===== config.mk =====
export PLATFORM = sky130hd
export DESIGN_NAME = pipe_add_sub
export DESIGN_NICKNAME = d
export VERILOG_FILES = /design/src/rtl/pipe_add_sub.sv
export SDC_FILE = /design/constraint.sdc
export NUM_CORES = 1
export LEC_CHECK = 0
export CAP_MARGIN = 20
export CELL_PAD_IN_SITES_DETAIL_PLACEMENT = 1
export CELL_PAD_IN_SITES_GLOBAL_PLACEMENT = 1
export CORE_MARGIN = 5
export CORE_UTILIZATION = 35
export CTS_CLUSTER_SIZE = 10
export DETAILED_ROUTE_END_ITERATION = 12
export GPL_ROUTABILITY_DRIVEN = 0
export PLACE_DENSITY = 0.67
export SETUP_SLACK_MARGIN = 0.4
export SKIP_CTS_REPAIR_TIMING = 1
export SLEW_MARGIN = 10
export SYNTH_ARGS = -nofsm -noshare
export SYNTH_HDL_FRONTEND = slang
export SYNTH_SLANG_ARGS = --single-unit

===== constraint.sdc =====
create_clock -name clk -period 4.27 [get_ports clk]
set_clock_uncertainty 0.15 [all_clocks]
set_input_delay 0.6405 -clock clk [delete_from_list [all_inputs] [get_ports clk]]
set_output_delay 0.6405 -clock clk [all_outputs]
set_load 0.01 [all_outputs]

===== src/rtl/pipe_add_sub.sv =====
// Pipelined WIDTH-bit adder/subtractor; the carry chain is cut into STAGES slices with a register after each.
// Define PIPE_ADD_SUB_SATURATE_EN to add a per-beat `sat` input that clamps signed overflow to the signed limit.
module pipe_add_sub #(
  parameter int WIDTH  = 32,
  parameter int STAGES = 4
) (
  input  logic             clk,
  input  logic             rst_n,
  input  logic             in_valid,
  output logic             in_ready,
  input  logic [WIDTH-1:0] A,
  input  logic [WIDTH-1:0] B,
  input  logic             sub,
`ifdef PIPE_ADD_SUB_SATURATE_EN
  input  logic             sat,
`endif
  output logic             out_valid,
  input  logic             out_ready,
  output logic [WIDTH-1:0] C,
  output logic             cout,
  output logic             ovf,
  output logic             zero
);

  localparam int SW = WIDTH / STAGES;

  logic advance;
  assign advance  = !out_valid || out_ready;
  assign in_ready = advance;

  // Stage k keeps only the operand slices still to be added (UW bits)
  // and the result slices already produced (DW bits).
  for (genvar k = 0; k < STAGES; k++) begin : g_st
    localparam int UW = WIDTH - k * SW;
    localparam int DW = (k + 1) * SW;

    logic [UW-1:0] a_in;
    logic [UW-1:0] b_in;
    logic          c_in;
    logic          v_in;
`ifdef PIPE_ADD_SUB_SATURATE_EN
    logic          sat_in;
`endif
    logic [SW:0]   sum;
    logic [DW-1:0] r_nx;

    if (k == 0) begin : g_head
      assign a_in = A;
      assign b_in = B ^ {WIDTH{sub}};
      assign c_in = sub;
      assign v_in = in_valid;
      assign r_nx = sum[SW-1:0];
`ifdef PIPE_ADD_SUB_SATURATE_EN
      assign sat_in = sat;
`endif
    end else begin : g_body
      assign a_in = g_st[k-1].g_skew.a_q;
      assign b_in = g_st[k-1].g_skew.b_q;
      assign c_in = g_st[k-1].g_skew.c_q;
      assign v_in = g_st[k-1].g_skew.v_q;
      assign r_nx = {sum[SW-1:0], g_st[k-1].g_skew.r_q};
`ifdef PIPE_ADD_SUB_SATURATE_EN
      assign sat_in = g_st[k-1].g_skew.sat_q;
`endif
    end

    assign sum = {1'b0, a_in[SW-1:0]} + {1'b0, b_in[SW-1:0]} + {{SW{1'b0}}, c_in};

    if (k < STAGES - 1) begin : g_skew
      logic [UW-SW-1:0] a_q;
      logic [UW-SW-1:0] b_q;
      logic [DW-1:0]    r_q;
      logic             c_q;
      logic             v_q;
`ifdef PIPE_ADD_SUB_SATURATE_EN
      logic             sat_q;
`endif
      always_ff @(posedge clk) begin
        if (!rst_n) begin
          a_q <= '0;
          b_q <= '0;
          r_q <= '0;
          c_q <= 1'b0;
          v_q <= 1'b0;
`ifdef PIPE_ADD_SUB_SATURATE_EN
          sat_q <= 1'b0;
`endif
        end else if (advance) begin
          a_q <= a_in[UW-1:SW];
          b_q <= b_in[UW-1:SW];
          r_q <= r_nx;
          c_q <= sum[SW];
          v_q <= v_in;
`ifdef PIPE_ADD_SUB_SATURATE_EN
          sat_q <= sat_in;
`endif
        end
      end
    end else begin : g_tail
      logic             ovf_nx;
      logic [WIDTH-1:0] c_nx;

      // Carry into the MSB is recovered from the MSB sum bit and its operand bits.
      assign ovf_nx = sum[SW] ^ (sum[SW-1] ^ a_in[SW-1] ^ b_in[SW-1]);
`ifdef PIPE_ADD_SUB_SATURATE_EN
      // On overflow both effective operand signs agree, so A's sign picks the limit.
      assign c_nx = (sat_in && ovf_nx) ? {a_in[SW-1], {(WIDTH-1){~a_in[SW-1]}}} : r_nx;
`else
      assign c_nx = r_nx;
`endif

      always_ff @(posedge clk) begin
        if (!rst_n) begin
          out_valid <= 1'b0;
          C         <= '0;
          cout      <= 1'b0;
          ovf       <= 1'b0;
          zero      <= 1'b0;
        end else if (advance) begin
          out_valid <= v_in;
          C         <= c_nx;
          cout      <= sum[SW];
          ovf       <= ovf_nx;
          zero      <= ~|c_nx;
        end
      end
    end
  end

endmodule

==> flow_metrics.py <==
metrics = {
    "run_status": {
        "outcome": "complete, no violations",
    },
    "finish": {
        "final-seq-area_mm2": 0.00372,
        "nets": 1134,
        "final_cell_area_mm2": 0.00970,
        "syn2layout_area_growth_pct": 23.3,
        "nFillCells": 2632,
        "multi_input_area_mm2": 0.00384,
        "fin_cells": 1323,
        "layout-drive-gt1-share_pct": 4.61,
    },
    "sta": {
        "whs_ns": 0.300,
        "maxSlewViolCount": 0,
        "worst_slew_pin_slew_ns": 0.783,
        "rsz0062_at_grt": "no",
        "setup_violations": 0,
        "fin_crit_ns": 3.17,
        "max_slew_margin_pct": 47.8,
        "tns_ns": 0,
        "min_period_over_period_pct": 74.2,
        "fmax_mhz": 316,
        "hold_viol": 0,
    },
    "cts": {
        "cts_tree": "done",
        "cts_max_level": 4,
        "clkTransAtPathRegs_ns": 0.06,
        "cts.sinks": 186,
        "root_buffer": "clkbuf_16",
        "worstSkewPairLatency_ns": 0.43,
        "clock_path_buffers": 2,
        "cts_buffers": 17,
    },
    "critical_path": {
        "cp_data_required_time_ns": 3.48,
        "cp.arrival_ns": 2.38,
        "cp_max_fo": 93,
        "crit_type": "primary input to output port",
        "end_kind": "output port",
        "start_kind": "primary input",
    },
    "logic_synthesis": {
        "synth_top_area_cell": "dfxtp_1",
        "synth_compound_area_share_pct": 17.4,
        "yosys_register_bits": 186,
        "synthXorXnorAreaFrac_pct": 5.68,
        "syn_inst": 963,
        "synth_top_area_share_pct": 47.3,
        "seq_area_frac_synth_pct": 47.3,
        "ys_async_sr_fraction_pct": 0,
        "yosysWarnings": 0,
        "synth_adder_area_share_pct": 6.24,
        "syn_area_mm2": 0.00787,
        "muxShareOfSynthArea_pct": 0.143,
        "synth_top_family_by_area": "simple AND/OR/NAND/NOR gates",
        "synth_ff_type": "dfxtp_1",
        "syn_area_per_cell_um2": 8.17,
        "synth_fp_nets": 1067,
        "synth-simple-area-share_pct": 19.3,
        "ys_types": 41,
        "synthTopCellsByArea": "dfxtp_1, nand2_1, a21oi_1, ha_1, xnor2_1",
        "synth_edf_count": 0,
    },
    "grt": {
        "antenna_found_initial": 0,
        "grt-ovfl-total": 0,
        "grt_pass1_wl_um": 32600,
        "grt_max_degree": 164,
        "grt_pass1_vias": 6464,
        "track_usage_pct": 15.3,
    },
    "run": {
        "maxCapViolations": 0,
    },
    "drt": {
        "drc": 0,
        "firstDrtPassIters": 4,
        "first_iter_violations": 304,
        "viasPerCell": 4.95,
        "postRouteAntennaNets": 0,
        "vias": 6555,
        "wl_um": 19700,
        "wl_per_cell_um": 14.9,
    },
    "place": {
        "postPlaceCellArea_mm2": 0.00911,
        "hpwl_um": 13400,
        "placed_cells": 1291,
        "numPortBuffers": 105,
    },
    "floorplanning": {
        "rows": 54,
        "coreArea_mm2": 0.0220,
        "ios": 106,
        "start_util_pct": 35.8,
        "die_width_um": 160,
        "die_y_um": 160,
        "die_area_mm2": 0.0256,
    },
    "power_and_ir_drop": {
        "irDropWorstVdd_mv": 0.273,
        "p_total_mw": 4.00,
        "powerDensity_mw_per_mm2": 412,
        "p_leak_nw": 3.74,
    },
    "worst_hold_path": {
        "min_path_type": "flop to flop",
    },
}
cell families (layout without fill, tap and decap cells):
| family | after synthesis | in the layout |
|---|---|---|
| AND/OR/NAND/NOR | 372 | 372 |
| AO/OA/AOI/OAI | 236 | 236 |
| flip-flops | 186 | 186 |
| buffers and inverters | 82 | 161 |
| XOR/XNOR | 51 | 51 |
| adder cells (fa/ha/maj) | 35 | 35 |
| multiplexers | 1 | 1 |
| other | 0 | 1 |
stage by stage:
stage / utilization [%] / setup WS (ns)
3_5_place_dp: 41.5 / 1.08
6_report: 44.2 / 1.10
2_1_floorplan: - / 1.28
4_1_cts: 44.2 / 1.08
3_3_place_gp: 41.5 / 1.07
5_1_grt: 44.2 / 1.00
final cells by class:
| cell class | instances | area share, % |
|---|---|---|
| Clock inverter | 14 | 1.74 |
| Inverter | 17 | 0.735 |
| Tap cell | 280 | 3.61 |
| Sequential cell | 186 | 38.4 |
| Antenna cell | 1 | 0.0258 |
| Timing Repair Buffer | 113 | 11.5 |
| Multi-Input combinational cell | 695 | 39.6 |
| Clock buffer | 17 | 4.38 |
cells in the mapped netlist, types with 4 or more instances:
master	n
nand2_1	281
dfxtp_1	186
a21oi_1	149
clkbuf_1	58
xnor2_1	38
nor2_1	36
a211oi_1	32
ha_1	28
inv_1	16
o21ai_0	16
nand3_1	14
xor2_1	13
or3_1	9
a21o_1	8
buf_1	7
fa_1	7
nor3_1	7
nor4_1	6
a31oi_1	5
o211ai_1	5
o21a_1	4
o21bai_1	4
per-layer routing:
layer  vias up  part of all wire [%]  GRT usage, %
li1       3360                     -             -
met1      3080                    52          22.2
met2        98                    43          23.4
met3        17                   4.2          3.25
met4         0                  0.93          3.91
met5         -                     0             0
state kept, by name, summed over array words and instances, names as in the netlist:
register         count
out_valid            1
ovf                  1
g_st.g_skew.r_q     48
g_st.g_skew.c_q      3
cout                 1
g_st.g_skew.a_q     48
C                   32
zero                 1
g_st.g_skew.b_q     48
g_st.g_skew.v_q      3
power by group:
| part | internal [mW] | switching [mW] | total, mW |
|---|---|---|---|
| combinational | 0.235 | 0.229 | 0.464 |
| sequential | 1.85 | 0.0728 | 1.92 |
| clock | 0.922 | 0.690 | 1.61 |
critical path, cell delays in order:
cell             delay, ns
clkdlybuf4s50_1       0.50
nor2b_4               0.07
inv_6                 0.46
clkdlybuf4s50_1       0.67
cell usage in the layout, fill, tap and decap left out, drive strengths merged, types with 13 or more instances in the layout:
master,n
nand3,14
xor2,13
nor2,36
clkbuf,17
nand2,281
inv,21
xnor2,38
a211oi,32
a21oi,151
clkdlybuf4s50,104
dfxtp,186
o21ai,16
ha,28
path summary, 6_finish.rpt:
kind,to,slack [ns],start,cells past startpoint
hold reg to reg,C[18],0.30,C[18],2
setup reg to reg,zero,1.31,g_st[2].g_skew.a_q[0],8
setup / recovery,in_ready,1.10,out_ready,4
hold / removal,C[18],0.30,C[18],2
Note: power is estimated with default switching activity, not from simulation.
